===== src/rtl/cond_pkg.sv =====
// Shared definitions for the conditional-issue logic: ARM condition codes,
// NZCV bit positions and the issue FSM state encoding.
package cond_pkg;

    localparam logic [3:0] COND_EQ = 4'b0000;
    localparam logic [3:0] COND_NE = 4'b0001;
    localparam logic [3:0] COND_CS = 4'b0010;
    localparam logic [3:0] COND_CC = 4'b0011;
    localparam logic [3:0] COND_MI = 4'b0100;
    localparam logic [3:0] COND_PL = 4'b0101;
    localparam logic [3:0] COND_VS = 4'b0110;
    localparam logic [3:0] COND_VC = 4'b0111;
    localparam logic [3:0] COND_HI = 4'b1000;
    localparam logic [3:0] COND_LS = 4'b1001;
    localparam logic [3:0] COND_GE = 4'b1010;
    localparam logic [3:0] COND_LT = 4'b1011;
    localparam logic [3:0] COND_GT = 4'b1100;
    localparam logic [3:0] COND_LE = 4'b1101;
    localparam logic [3:0] COND_AL = 4'b1110;
    localparam logic [3:0] COND_NV = 4'b1111;

    localparam int NZCV_N = 3;
    localparam int NZCV_Z = 2;
    localparam int NZCV_C = 1;
    localparam int NZCV_V = 0;

    typedef logic [1:0] state_t;

    localparam state_t ST_RUN   = 2'd0;
    localparam state_t ST_WAIT  = 2'd1;
    localparam state_t ST_FLUSH = 2'd2;

endpackage


===== src/rtl/cond_eval.sv =====
// Combinational ARM condition-code evaluator: decides whether an instruction
// with condition field `cond` executes under flags `nzcv`.
module cond_eval
    import cond_pkg::*;
(
    input  logic [3:0] cond,
    input  logic [3:0] nzcv,
    output logic       pass
);

    logic n;
    logic z;
    logic c;
    logic v;

    assign n = nzcv[NZCV_N];
    assign z = nzcv[NZCV_Z];
    assign c = nzcv[NZCV_C];
    assign v = nzcv[NZCV_V];

    always_comb begin
        pass = 1'b0;
        case (cond)
            COND_EQ: pass = z;
            COND_NE: pass = ~z;
            COND_CS: pass = c;
            COND_CC: pass = ~c;
            COND_MI: pass = n;
            COND_PL: pass = ~n;
            COND_VS: pass = v;
            COND_VC: pass = ~v;
            COND_HI: pass = c & ~z;
            COND_LS: pass = ~c | z;
            COND_GE: pass = (n == v);
            COND_LT: pass = (n != v);
            COND_GT: pass = ~z & (n == v);
            COND_LE: pass = z | (n != v);
            COND_AL: pass = 1'b1;
            // NV is architecturally "never"
            default: pass = 1'b0;
        endcase
    end

endmodule


===== src/rtl/cond_issue_ctrl.sv =====
// Issue-stage controller: owns NZCV, evaluates the ID instruction's condition
// against forwarded or architectural flags and stalls behind in-flight setters.
module cond_issue_ctrl
    import cond_pkg::*;
#(
    parameter int FLAG_LAT = 2,
    parameter int CNT_W    = 16
) (
    input  logic             clk,
    input  logic             rst_n,
    input  logic             id_valid,
    input  logic [3:0]       id_cond,
    input  logic             id_set_flags,
    output logic             id_ready,
    output logic             iss_valid,
    output logic             iss_exec,
    output logic             iss_set_flags,
    input  logic             fw_valid,
    input  logic [3:0]       fw_flags,
    input  logic             flush,
    output logic [3:0]       status,
    output logic [CNT_W-1:0] stall_cycles
);

    localparam int PW = $clog2(FLAG_LAT + 1);

    logic [PW-1:0] pend_cnt;
    state_t        state;
    state_t        state_next;
    logic [3:0]    eff;
    logic          pass;
    logic          flag_hazard;
    logic          cap_hazard;
    logic          hazard;
    logic          issue;
    logic          setter_issued;

    assign eff = fw_valid ? fw_flags : status;

    cond_eval u_cond_eval (
        .cond (id_cond),
        .nzcv (eff),
        .pass (pass)
    );

    // A writer retiring this cycle is forwarded, so only writers beyond it block.
    assign flag_hazard = id_valid && (id_cond != COND_AL) &&
                         ((pend_cnt > PW'(1)) || ((pend_cnt == PW'(1)) && !fw_valid));
    assign cap_hazard  = id_valid && id_set_flags &&
                         (pend_cnt == PW'(FLAG_LAT)) && !fw_valid;
    assign hazard      = flag_hazard || cap_hazard;

    always_comb begin
        id_ready   = 1'b0;
        issue      = 1'b0;
        state_next = state;
        if (!rst_n) begin
            state_next = ST_RUN;
        end else if (flush) begin
            id_ready   = 1'b1;
            state_next = ST_FLUSH;
        end else begin
            case (state)
                ST_RUN: begin
                    id_ready = !hazard;
                    issue    = id_valid && !hazard;
                    if (hazard) begin
                        state_next = ST_WAIT;
                    end
                end
                ST_WAIT: begin
                    id_ready = !hazard;
                    issue    = id_valid && !hazard;
                    if (!hazard) begin
                        state_next = ST_RUN;
                    end
                end
                ST_FLUSH: begin
                    id_ready   = 1'b1;
                    state_next = ST_RUN;
                end
                default: begin
                    state_next = ST_RUN;
                end
            endcase
        end
    end

    assign setter_issued = issue && pass && id_set_flags;

    always_ff @(posedge clk) begin
        if (!rst_n) begin
            state         <= ST_RUN;
            status        <= 4'b0000;
            pend_cnt      <= '0;
            iss_valid     <= 1'b0;
            iss_exec      <= 1'b0;
            iss_set_flags <= 1'b0;
            stall_cycles  <= '0;
        end else begin
            state         <= state_next;
            iss_valid     <= issue;
            iss_exec      <= issue && pass;
            iss_set_flags <= setter_issued;
            if (fw_valid) begin
                status <= fw_flags;
            end
            if (flush) begin
                pend_cnt <= '0;
            end else if (setter_issued && !fw_valid) begin
                pend_cnt <= pend_cnt + PW'(1);
            end else if (!setter_issued && fw_valid && (pend_cnt != '0)) begin
                pend_cnt <= pend_cnt - PW'(1);
            end
            if ((state == ST_WAIT) && (stall_cycles != '1)) begin
                stall_cycles <= stall_cycles + CNT_W'(1);
            end
        end
    end

    // A forward with nothing outstanding means upstream lost track of a writer.
    assert property (@(posedge clk) disable iff (!rst_n) !(fw_valid && (pend_cnt == '0)));

endmodule


===== config.mk =====
export PLATFORM = sky130hd
export DESIGN_NAME = cond_issue_ctrl
export DESIGN_NICKNAME = d
export VERILOG_FILES = /design/src/rtl/cond_pkg.sv /design/src/rtl/cond_eval.sv /design/src/rtl/cond_issue_ctrl.sv
export SDC_FILE = /design/constraint.sdc
export NUM_CORES = 1
export LEC_CHECK = 0
export ABC_AREA = 0
export BUFFER_PORTS_ARGS = -buffer_cell sky130_fd_sc_hd__buf_2
export CAP_MARGIN = 0
export CORE_UTILIZATION = 25
export CTS_CLUSTER_DIAMETER = 100
export DETAILED_ROUTE_END_ITERATION = 6
export GPL_ROUTABILITY_DRIVEN = 0
export PLACE_DENSITY_LB_ADDON = 0.05
export SYNTH_ARGS = -nofsm -noshare
export SYNTH_HDL_FRONTEND = slang
export SYNTH_HIERARCHICAL = 1
export SYNTH_SLANG_ARGS = --single-unit

===== constraint.sdc =====
create_clock -name clk -period 2.8 [get_ports clk]
set_input_delay 0.56 -clock clk [delete_from_list [all_inputs] [get_ports clk]]
set_output_delay 0.56 -clock clk [all_outputs]
set_load 0.02 [all_outputs]

# ---- Word-level counts from Yosys, hierarchy flattened
# Cells that the tools add are included.
dict set report word_totals {
  output_inout_bits 24
  input_bits 14
  ff_bits 27
}
dict set report classes {
  n_addsub 3
  bitwise_logic 9
  eq_ne 26
  muxes 14
  order_cmp 1
  reduce_logical 26
}
# operator count
set op_table {}
lappend op_table {{4-bit == test (second input constant)} 7}
lappend op_table {{16-bit by 1-bit adder with 16-bit output (second input constant)} 1}
lappend op_table {{4-bit by 3-bit == test with 1-bit output (second input constant)} 4}
lappend op_table {{16-bit != test (second input constant)} 1}
lappend op_table {{1-bit one-hot mux with 15 select lines} 1}
lappend op_table {{1-bit logical AND} 13}
lappend op_table {{2-bit 2-to-1 mux} 5}
lappend op_table {{4-bit by 2-bit == test with 1-bit output (second input constant)} 2}
lappend op_table {{3-bit != test (second input constant)} 2}
lappend op_table {{1-bit 2-to-1 mux} 5}
lappend op_table {{1-bit NOT} 5}
lappend op_table {{2-bit by 1-bit == test with 1-bit output (second input constant)} 2}
lappend op_table {{2-bit == test (second input constant)} 2}
lappend op_table {{4-bit by 1-bit == test with 1-bit output (second input constant)} 1}
lappend op_table {{4-bit zero test} 1}
lappend op_table {{4-bit 2-to-1 mux} 1}
lappend op_table {{2-bit != test (second input constant)} 2}
lappend op_table {{4-bit != test (second input constant)} 1}
lappend op_table {{2-bit one-hot mux with 2 select lines} 1}
lappend op_table {{2-bit AND reduction} 2}
lappend op_table {{2-bit nonzero test} 2}
lappend op_table {{2-bit OR reduction} 2}
lappend op_table {{1-bit zero test} 3}
lappend op_table {{2-bit by 1-bit adder with 2-bit output (second input constant)} 1}
lappend op_table {{9 further kinds} 12}

# ---- Depth between registers and ports, before layout
# Gate-level depths: netlist (run 1).
dict set report logic_depth {
  word_depth 17
  depth_mapped 11
  mapped_depth_nobuf 9
}

# ---- Hierarchy
# The synthesis (run 1) kept the hierarchy.
# mod cells_each area_per_inst_um2 instances seq_area_each_um2
set by_module_without_submodules {}
lappend by_module_without_submodules {cond_issue_ctrl 150 1393.8 1 540.5}
lappend by_module_without_submodules {cond_eval 28 193.9 1 0.0}

# ---- Worst setup path after synthesis (run 1)
# Ideal clock, no wire load.
dict set report synth_path {
  kind {input -> register}
  from {in fw_valid}
  to {reg pend_cnt[1]}
  n_path_buf 2
  t_arrival_ns 2.900
  required_ns 2.726
  path_stages 11
  path_slack_ns -0.174
  path_cell_list {buf_2 mux2_2 xnor2_2 o22ai_1 a211o_1 a211o_1 and3_4 and3_1 clkbuf_1 or4_1 a31oi_1}
}
dict set report synth_via {
  word_cells_on_any_way 31
}
# item line_no
set synth_lines {}
lappend synth_lines {{from (decl)} cond_issue_ctrl.sv:18} ;# input logic fw_valid,
lappend synth_lines {{4-bit 2-to-1 mux (*)} -}
lappend synth_lines {{via eff[3]} cond_issue_ctrl.sv:30} ;# logic [3:0] eff;
lappend synth_lines {{1-bit != test / 1-bit == test (equally long branches)} -}
lappend synth_lines {{1-bit bitwise OR / 1-bit bitwise AND (equally long branches)} {cond_eval.sv:37, cond_eval.sv:36}}
lappend synth_lines {{1-bit one-hot mux with 15 select lines (*)} cond_eval.sv:23} ;# case (cond)
lappend synth_lines {{via pass} cond_issue_ctrl.sv:31} ;# logic pass;
lappend synth_lines {{1-bit logical AND (*) (2 in a row)} cond_issue_ctrl.sv:89} ;# assign setter_issued = issue && pass && id_set_flags;
lappend synth_lines {{1-bit zero test} cond_issue_ctrl.sv:112} ;# end else if (!setter_issued && fw_valid && (pend_cnt != '0)) begin
lappend synth_lines {{1-bit logical AND (2 in a row)} cond_issue_ctrl.sv:112}
lappend synth_lines {{2-bit nonzero test (no line)} -}
lappend synth_lines {{to (signal assigned)} cond_issue_ctrl.sv:111} ;# pend_cnt <= pend_cnt + PW'(1);
lappend synth_lines {{to (signal assigned)} cond_issue_ctrl.sv:113} ;# pend_cnt <= pend_cnt - PW'(1);
lappend synth_lines {{to (decl)} cond_issue_ctrl.sv:27} ;# logic [PW-1:0] pend_cnt;
# Mark *: on every way through the listed nets, which the timed path passes. The rest lies on a longest branch.
# A chain may end at the register's enable or synchronous reset.

# ---- Final worst setup path (run 1)
# Same ends and word-level chain as after synthesis.

==> summary.txt, run 1 <==
Outcome
  • Status: finished clean

Setup path
  • CP most frequent cell: a211o_1
  • WP buf/inv: 1
  • Worst Path Required: 3.01 ns
  • R2R cell count: 9
  • Reg2reg start: status[0]
  • Worst R2R Setup Slack: 0.44 ns
  • Crit-path cells: buf_2 > mux2_4 > xnor2_2 > o22ai_1 > a211o_1 > a211o_1 > and3_4 > and3_1 > or4_1 > a31oi_1
  • Element type at the critical path start: input port
  • WP data arrival: 2.75 ns
  • CP max-delay cell: or4_1
  • R2r endpoint: pend_cnt[1]
  • WS Path Type: input port to flop
  • Crit. End Element: flop
  • Kind of cell adding the most delay to the critical path: compound AO/OA/AOI/OAI gates
  • Worst stage delay on the critical path: 0.39 ns
  • CP Max Fanout: 5

Synth
  • Synth cell types: 51
  • Cell count after synthesis: 178
  • Ys Warns: 6
  • Syn_nets: 196
  • Sequential-to-total area share from yosys stat: 0.340
  • Synthesis-stage register bit count: 27
  • EDFF count, synth: 0
  • Post-Syn Area: 1590 um2
  • Synthesized area per cell: 8.92 um2
  • Async SR Flop Fraction: 0
  • Ys flop type: dfxtp_1

Timing
  • Endpoints failing setup: 0
  • Achievable Freq: 393 MHz
  • Unrepaired setup endpoints after global routing: false
  • Max-slew violation count: 0
  • Worst clock skew: 0.00332 ns
  • Slew at the pin closest to its max-slew limit: 0.444 ns
  • Final hold violation count: 0
  • Tcrit/Tclk final: 0.909
  • Tmin final: 2.55 ns
  • Worst slew margin: 0.701
  • Post-route setup TNS: 0 ns

Finish
  • Most frequent cells in the layout: 37 x buf_2, 27 x dfxtp_1, 19 x nor2_1
  • Layout area overhead: 20.8%
  • Share of cells above drive strength 1: 0.273
  • Final net count: 235
  • Most common cell after layout, fill and taps aside: buf_2
  • FF/Latch Area: 541 um2
  • Design Area, Final: 1920 um2
  • Fill count: 658
  • Multi-input logic area: 996 um2
  • Antenna cells: 0

Global routing
  • Global route overflow: 0
  • Largest net degree at the start of global routing: 17
  • Vias in the first global route: 1401
  • First-pass GRT wire length: 6240 um
  • Total track usage: 0.122
  • Antenna violations before repair: 0

Drt
  • Routed vias: 1398
  • Starting DRT DRC Count: 33
  • DR WL/cell: 12.8 um
  • DRC Markers: 0
  • Final WL: 3740 um
  • DR pass1 iterations: 4
  • Post-route ant nets: 0
  • Vias/cell: 4.80

Pwr
  • Worst vdd ir: 150 uV
  • Pwr/cell area: 371 nW/um2
  • Overall Power: 712 uW
  • Leakage: 0.788 nW

Clock network
  • Clk Latency, worst-skew pair: 0.27 ns
  • Clock transition at path regs: 0.10 ns
  • Num CTS Buffers: 3
  • CTS max path bufs: 2
  • Clock Tree Root: clkbuf_8
  • Setup Buffers After CTS: 0
  • # clock sinks: 27
  • CTS tree: done
  • Post_cts resized: 0
  • Hold buffers post-CTS: 0
  • H-tree levels: 1

Floorplanning
  • Die Y: 81.7 um
  • I/O pin count: 38
  • Core box area: 6030 um2
  • Initial core utilization: 0.263
  • Die width: 81.7 um
  • Num rows: 28
  • Die area: 6670 um2

Hold path
  • Hold Path Class: flop to flop
  • Hold Path Stages: 2
  • HP Start: stall_cycles[4]
  • Worst Hold End: stall_cycles[4]

Placed design
  • Port buffer count: 37
  • Placed cell areas: 1870 um2
  • Post-DP HPWL: 2920 um

Flow run
  • Max Cap Violations: 0
[registers in the layout (all words and copies together), names as in the netlist]
signal         flops
iss_valid          1
iss_exec           1
stall_cycles      16
pend_cnt           2
iss_set_flags      1
state              2
status             4
[power breakdown]
part	internal, mW	switching [mW]	leakage, nW
registers	0.389	0.00262	0.219
logic	0.0445	0.0512	0.543
clock network	0.0998	0.125	0.0255
[synth_stat cells (4+ instances only)]
cell	n	area (um2)
a211oi_1	4	30.0
nand2b_1	5	31.3
clkbuf_1	4	15.0
xnor2_1	9	78.8
ha_1	4	50.1
dfxtp_1	27	541
nor2_1	19	71.3
mux2i_1	4	40.0
nor2b_1	5	31.3
nand3_1	5	25.0
nand4_1	4	25.0
nand2_1	13	48.8
mux2_2	4	45.0
o211ai_1	4	30.0
nor3_1	6	30.0
inv_1	7	26.3
and2_1	6	37.5
[worst max-delay path by stage]
stage,startpoint,endpoint,depth (start not counted)
floorplan,fw_valid,pend_cnt[1],11
global placement,fw_valid,pend_cnt[1],10
detailed placement,fw_valid,pend_cnt[1],10
CTS,pend_cnt[1],id_ready,7
global route,pend_cnt[1],id_ready,7
finish,fw_valid,pend_cnt[1],10
[kinds of logic (layout without fill, tap and decap cells)]
logic type / Yosys count / after routing / share of synthesized area
AO/OA/AOI/OAI: 29 / 29 / 0.147
XOR/XNOR: 13 / 13 / 0.0764
adder cells (fa/ha/maj): 4 / 4 / 0.0315
buffers and inverters: 14 / 52 / 0.0394
flip-flops: 27 / 27 / 0.340
multiplexers: 9 / 9 / 0.0630
AND/OR/NAND/NOR: 82 / 82 / 0.303
[worst register-to-register path: cells and delay by family, from the launching register on]
family / cells / cell delay (ns)
DFF: 1 / 0.32
muxes: 1 / 0.29
and+or+nand+nor: 3 / 0.72
AOI/OAI and AO/OA: 4 / 0.78
xor gates and xnor gates: 1 / 0.20
[stage by stage]
stage	hold slack, ns	instances	util	worst slack, ns
after floorplan	0.520	178	-	0.00606
after global placement	0.486	287	0.311	-0.0103
after detailed placement	0.499	287	0.311	-0.0426
after CTS	0.515	291	0.318	0.234
after global routing	0.551	291	0.318	0.0243
final	0.507	291	0.318	0.254
[routing by layer]
| metal | vias up | global-route usage | part of all wire |
|---|---|---|---|
| met5 | - | 0 | 0 |
| met4 | 0 | 0.0456 | 0.012 |
| met3 | 5 | 0.0278 | 0.048 |
| met2 | 25 | 0.228 | 0.50 |
| met1 | 657 | 0.134 | 0.44 |
| li1 | 711 | - | - |
[final cells by class]
| cell class | count | area share |
|---|---|---|
| tap | 75 | 0.0489 |
| timing repair buffer | 41 | 0.112 |
| clock buffer | 3 | 0.0215 |
| inverter | 7 | 0.0137 |
| sequential | 27 | 0.282 |
| multi-input combinational | 137 | 0.519 |
| clock inverter | 1 | 0.00261 |
No activity file was read; power rests on OpenSTA's default activity.
==> run 2: changes to the inputs <==
--- a/config.mk
+++ b/config.mk
@@ -8,6 +8,7 @@
 export ABC_AREA = 0
 export BUFFER_PORTS_ARGS = -buffer_cell sky130_fd_sc_hd__buf_2
 export CAP_MARGIN = 0
+export CORE_ASPECT_RATIO = 0.8
 export CORE_UTILIZATION = 25
 export CTS_CLUSTER_DIAMETER = 100
 export DETAILED_ROUTE_END_ITERATION = 6
==> summary.txt, run 2 (same netlist as run 1, synthesis figures left out) <==
Clock network
  • Post_cts resized: 0 (unchanged)
  • CTS tree: done
  • Hold buffers post-CTS: 0 (unchanged)
  • H-tree levels: 1 (unchanged)
  • Clock transition at path regs: 0.10 ns (about the same)
  • Clock Tree Root: clkbuf_8
  • Clk Latency, worst-skew pair: 0.28 ns (about the same)
  • Num CTS Buffers: 3 (unchanged)
  • CTS max path bufs: 2 (unchanged)
  • Setup Buffers After CTS: 0 (unchanged)
  • # clock sinks: 27 (unchanged)

Floorplanning
  • Initial core utilization: 0.264 (+0.000878)
  • Core box area: 6010 um2 (-0.33%)
  • Die area: 6680 um2 (about the same)
  • Die Y: 73.3 um (-10%)
  • Num rows: 25 (-11%)
  • Die width: 91.1 um (+12%)
  • I/O pin count: 38 (unchanged)

Drt
  • DR WL/cell: 12.9 um (+0.31%)
  • Starting DRT DRC Count: 53 (+61%)
  • Post-route ant nets: 0 (unchanged)
  • Final WL: 3830 um (+2.4%)
  • Vias/cell: 4.69 (-2.4%)
  • DR pass1 iterations: 4 (unchanged)
  • Routed vias: 1392 (-0.43%)
  • DRC Markers: 0 (unchanged)

Setup path
  • Reg2reg start: status[3]
  • Element type at the critical path start: input port
  • Critical Path Sink: pend_cnt[1]
  • WS Path Type: input port to flop
  • R2R cell count: 9 (unchanged)
  • Worst R2R Setup Slack: 0.40 ns (-0.04 ns)
  • WP data arrival: 2.78 ns (+0.03 ns)
  • Worst Path Required: 3.01 ns (about the same)
  • CP startpoint: fw_valid
  • Crit. End Element: flop
  • CP Max Fanout: 4 (-1)
  • R2r endpoint: pend_cnt[1]

Global routing
  • Global route overflow: 0 (unchanged)
  • First-pass GRT wire length: 6350 um (+1.8%)
  • Total track usage: 0.122 (-0.000245)
  • Antenna violations before repair: 0 (unchanged)
  • Vias in the first global route: 1274 (-9.1%)
  • Largest net degree at the start of global routing: 17 (unchanged)

Timing
  • Unrepaired setup endpoints after global routing: false
  • Achievable Freq: 389 MHz (-0.92%)
  • Tcrit/Tclk final: 0.918 (+0.00848)
  • Slew at the pin closest to its max-slew limit: 0.461 ns (+0.0171 ns)
  • Max-slew violation count: 0 (unchanged)
  • Endpoints failing setup: 0 (unchanged)
  • Worst clock skew: 0.00238 ns (-0.000936 ns)
  • Setup ws final: 0.230 ns (-0.0238 ns)
  • Tmin final: 2.57 ns (+0.0238 ns)
  • Final hold violation count: 0 (unchanged)
  • Min Hold Slack: 0.513 ns (+0.00629 ns)
  • Worst slew margin: 0.691 (-0.00927)

Hold path
  • HP Start: stall_cycles[4]
  • Hold Path Class: flop to flop

Flow run
  • Max Cap Violations: 0 (unchanged)

Finish
  • Max reg flops: 16 (unchanged)
  • Antenna cells: 0 (unchanged)
  • Most flop-heavy register: stall_cycles
  • Fin cells: 297 (+2.1%)
  • Final net count: 235 (unchanged)
  • Layout area overhead: 21.3%
  • Core Util, Final: 0.321 (+0.00231)
  • Most common cell after layout, fill and taps aside: buf_2
  • Biggest regs: stall_cycles: 16 flops, status: 4 flops
  • Share of cells above drive strength 1: 0.273 (unchanged)
  • Most frequent cells in the layout: 37 x buf_2, 27 x dfxtp_1, 19 x nor2_1

Outcome
  • Status: finished clean

Placed design
  • Port buffer count: 37 (unchanged)
  • DP Worst Slack: -0.0605 ns (-0.0179 ns)
  • Post-DP HPWL: 2930 um (+0.22%)
  • Cells after DPL: 293 (+2.1%)

Pwr
  • Worst vdd ir: 210 uV (+40%)
  • Leakage: 0.788 nW (unchanged)
  • Pwr/cell area: 373 nW/um2 (+0.51%)
-- run 2: cell counts in the layout (fill, tap and decap cells not counted) --
No cell type changed its count.
-- run 2: layout make-up --
cell class | count | area, um2
Sequential cell | 27 | 541
Timing Repair Buffer | 41 | 215
Inverter | 7 | 26.3
Clock inverter | 1 | 5.00
Multi-Input combinational cell | 137 | 996
Tap cell | 81 | 101
Fill cell | 654 | 4080
Clock buffer | 3 | 41.3
-- run 2: worst min path at each step --
stage | end | depth (start not counted) | slack (ns)
final | stall_cycles[4] | 2 | 0.51
after floorplan | pend_cnt[1] | 2 | 0.52
after global routing | state[1] | 2 | 0.53
after global placement | stall_cycles[4] | 2 | 0.50
after CTS | state[1] | 2 | 0.52
after detailed placement | stall_cycles[4] | 2 | 0.51
-- run 2: stage by stage --
step / power (mW) / TNS [ns] / area (um2)
floorplan: 0.465 / 0 / 1610
global placement: 0.496 / -0.000405 / 1880
detailed placement: 0.497 / -0.102 / 1880
CTS: 0.729 / 0 / 1930
global route: 0.764 / 0 / 1930
finish: 0.719 / 0 / 1930
-- run 2: critical path, stage by stage --
cell,delay (ns)
buf_2,0.16
mux2_4,0.33
xnor2_2,0.21
o22ai_1,0.10
a211o_1,0.29
a211o_1,0.27
and3_4,0.16
and3_1,0.17
or4_1,0.40
a31oi_1,0.13
-- run 2: routing by layer --
metal	global-route usage	routed length [um]
met3	0.0321	163
met5	0	0
met1	0.173	2020
met4	0.0335	23
met2	0.183	1620
-- run 2: report_power, final --
group	total (mW)	internal (mW)	leakage (nW)	switching, mW
Clock	0.230	0.100	0.0255	0.130
Sequential	0.392	0.389	0.219	0.00275
Combinational	0.0961	0.0445	0.543	0.0516
==> run 3: changes to the inputs <==
--- a/config.mk
+++ b/config.mk
@@ -13,7 +13,7 @@
 export CTS_CLUSTER_DIAMETER = 100
 export DETAILED_ROUTE_END_ITERATION = 6
 export GPL_ROUTABILITY_DRIVEN = 0
-export PLACE_DENSITY_LB_ADDON = 0.05
+export PLACE_DENSITY = 0.45
 export SYNTH_ARGS = -nofsm -noshare
 export SYNTH_HDL_FRONTEND = slang
 export SYNTH_HIERARCHICAL = 1
==> summary.txt, run 3 (same netlist as run 1, synthesis figures left out) <==
Setup path
  • WP buf/inv: 1 (unchanged)
  • Crit-path cells: buf_2 > mux2_4 > xnor2_2 > o22ai_1 > a211o_1 > a211o_1 > and3_4 > and3_1 > or4_1 > a31oi_1
  • CP startpoint: fw_valid
  • Kind of cell adding the most delay to the critical path: compound AO/OA/AOI/OAI gates
  • Crit. End Element: flop
  • CP Max Fanout: 5 (+1)
  • WP data arrival: 2.79 ns (about the same)
  • Reg2reg start: status[0]
  • CP max-delay cell: or4_1
  • Worst stage delay on the critical path: 0.40 ns (about the same)
  • Worst Path Required: 3.01 ns (about the same)
  • Element type at the critical path start: input port
  • CP most frequent cell: a211o_1
  • WS Path Type: input port to flop

Global routing
  • First-pass GRT wire length: 5970 um (-6.1%)
  • Largest net degree at the start of global routing: 17 (unchanged)
  • Antenna violations before repair: 0 (unchanged)
  • Global route overflow: 0 (unchanged)
  • Vias in the first global route: 1223 (-4.0%)
  • Total track usage: 0.112 (-0.0102)

Finish
  • Core Util, Final: 0.322 (+0.00104)
  • Most common cell after layout, fill and taps aside: buf_2
  • Most frequent cells in the layout: 37 x buf_2, 27 x dfxtp_1, 19 x nor2_1
  • Final net count: 236 (+0.43%)
  • Share of cells above drive strength 1: 0.272 (-0.00126)
  • Biggest regs: stall_cycles: 16 flops, status: 4 flops
  • Antenna cells: 0 (unchanged)
  • Fin cells: 298 (+0.34%)
  • Max reg flops: 16 (unchanged)
  • Fill count: 659 (+0.76%)
  • Most flop-heavy register: stall_cycles
  • Layout area overhead: 21.7%

Drt
  • Starting DRT DRC Count: 55 (+3.8%)
  • DR WL/cell: 11.8 um (-8.2%)
  • DR top layer: met4
  • Routed vias: 1360 (-2.3%)
  • DRT met1 WL: 1990 um (-1.8%)
  • Met3 WL post-DR: 168 um (+3.1%)
  • Final WL: 3520 um (-7.9%)
  • Vias/cell: 4.56 (-2.6%)
  • DRC Markers: 0 (unchanged)
  • Post-route ant nets: 0 (unchanged)
  • Met2 routed WL: 1340 um (-17%)
  • DR pass1 iterations: 6 (+2)

Timing
  • Achievable Freq: 388 MHz (-0.33%)
  • Endpoints failing setup: 0 (unchanged)
  • Slew at the pin closest to its max-slew limit: 0.436 ns (-0.0257 ns)
  • Worst slew margin: 0.707 (+0.0151)
  • Tcrit/Tclk final: 0.921 (+0.00300)
  • Max-slew violation count: 0 (unchanged)
  • Tmin final: 2.58 ns (+0.00840 ns)
  • Worst clock skew: 0.00553 ns (+0.00315 ns)
  • Final hold violation count: 0 (unchanged)
  • Unrepaired setup endpoints after global routing: false

Clock network
  • Clock transition at path regs: 0.09 ns (about the same)
  • Setup Buffers After CTS: 0 (unchanged)
  • Clk Latency, worst-skew pair: 0.27 ns (about the same)
  • # clock sinks: 27 (unchanged)
  • CTS max path bufs: 2 (unchanged)
  • CTS tree: done
  • Post_cts resized: 0 (unchanged)
  • Clock Tree Root: clkbuf_8
  • H-tree levels: 1 (unchanged)
  • Hold buffers post-CTS: 0 (unchanged)
  • Num CTS Buffers: 3 (unchanged)

Floorplanning
  • Num rows: 25 (unchanged)
  • I/O pin count: 38 (unchanged)
  • Die Y: 73.3 um (unchanged)
  • Die area: 6680 um2 (unchanged)
  • Die width: 91.1 um (unchanged)
  • Core box area: 6010 um2 (unchanged)
  • Initial core utilization: 0.264 (unchanged)

Placed design
  • Port buffer count: 37 (unchanged)
  • Post-DP HPWL: 2660 um (-9.3%)
  • Cells after DPL: 294 (+0.34%)

Hold path
  • HP Start: stall_cycles[4]
  • Hold Path Class: flop to flop

Pwr
  • Leakage: 0.790 nW (+0.26%)
  • Worst vdd ir: 149 uV (-29%)
  • Pwr/cell area: 372 nW/um2 (-0.36%)

Flow run
  • Max Cap Violations: 0 (unchanged)

Outcome
  • Status: finished clean
## run 3: cell count changes in the layout (fill, tap and decap cells not counted), sizes merged
cell	previous run	this run
buf	41	42
clkbuf	3	4
clkinv	1	0
## run 3: final timing paths
path	to	slack (ns)	depth (start not counted)
worst min register to register	stall_cycles[4]	0.52	2
worst min-delay path	stall_cycles[4]	0.52	2
worst max register to register	pend_cnt[1]	0.41	9
worst max-delay path	pend_cnt[1]	0.22	10
## run 3: routing by layer
metal,up-vias,GRT usage
li1,709,-
met5,-,0
met2,29,0.157
met4,0,0.0370
met3,2,0.0207
met1,620,0.169
## run 3: cell type report
cell class | count | area, um2 | share of cell area
multi-input cells | 137 | 996 | 0.516
repair buffers | 42 | 223 | 0.115
inverters | 7 | 26.3 | 0.0136
flip-flops and latches | 27 | 541 | 0.280
well taps | 81 | 101 | 0.0525
clock buffers | 4 | 45.0 | 0.0233
## run 3: stage by stage
| stage | instance area (um2) | hold slack (ns) | worst slack [ns] | setup TNS [ns] | power [mW] |
|---|---|---|---|---|---|
| final | 1930 | 0.523 | 0.222 | 0 | 0.718 |
| after global routing | 1930 | 0.540 | 0.103 | 0 | 0.753 |
| after CTS | 1930 | 0.522 | 0.223 | 0 | 0.727 |
| after detailed placement | 1890 | 0.509 | -0.0503 | -0.0503 | 0.497 |
| after global placement | 1890 | 0.509 | -0.0226 | -0.0226 | 0.499 |
| after floorplan | 1610 | 0.520 | 0.00606 | 0 | 0.465 |
## run 3: report_power, final
part	internal (mW)	leakage, nW	switching [mW]	total, mW
Combinational	0.0454	0.548	0.0507	0.0960
Clock	0.102	0.0228	0.128	0.230
Sequential	0.389	0.219	0.00268	0.392
Total	0.537	0.790	0.181	0.718
## run 3: tightest hold or removal path, stage by stage, from the launching register on
cell and delay [ns]:
dfxtp_1 0.36, nand2_1 0.07, mux2i_1 0.05
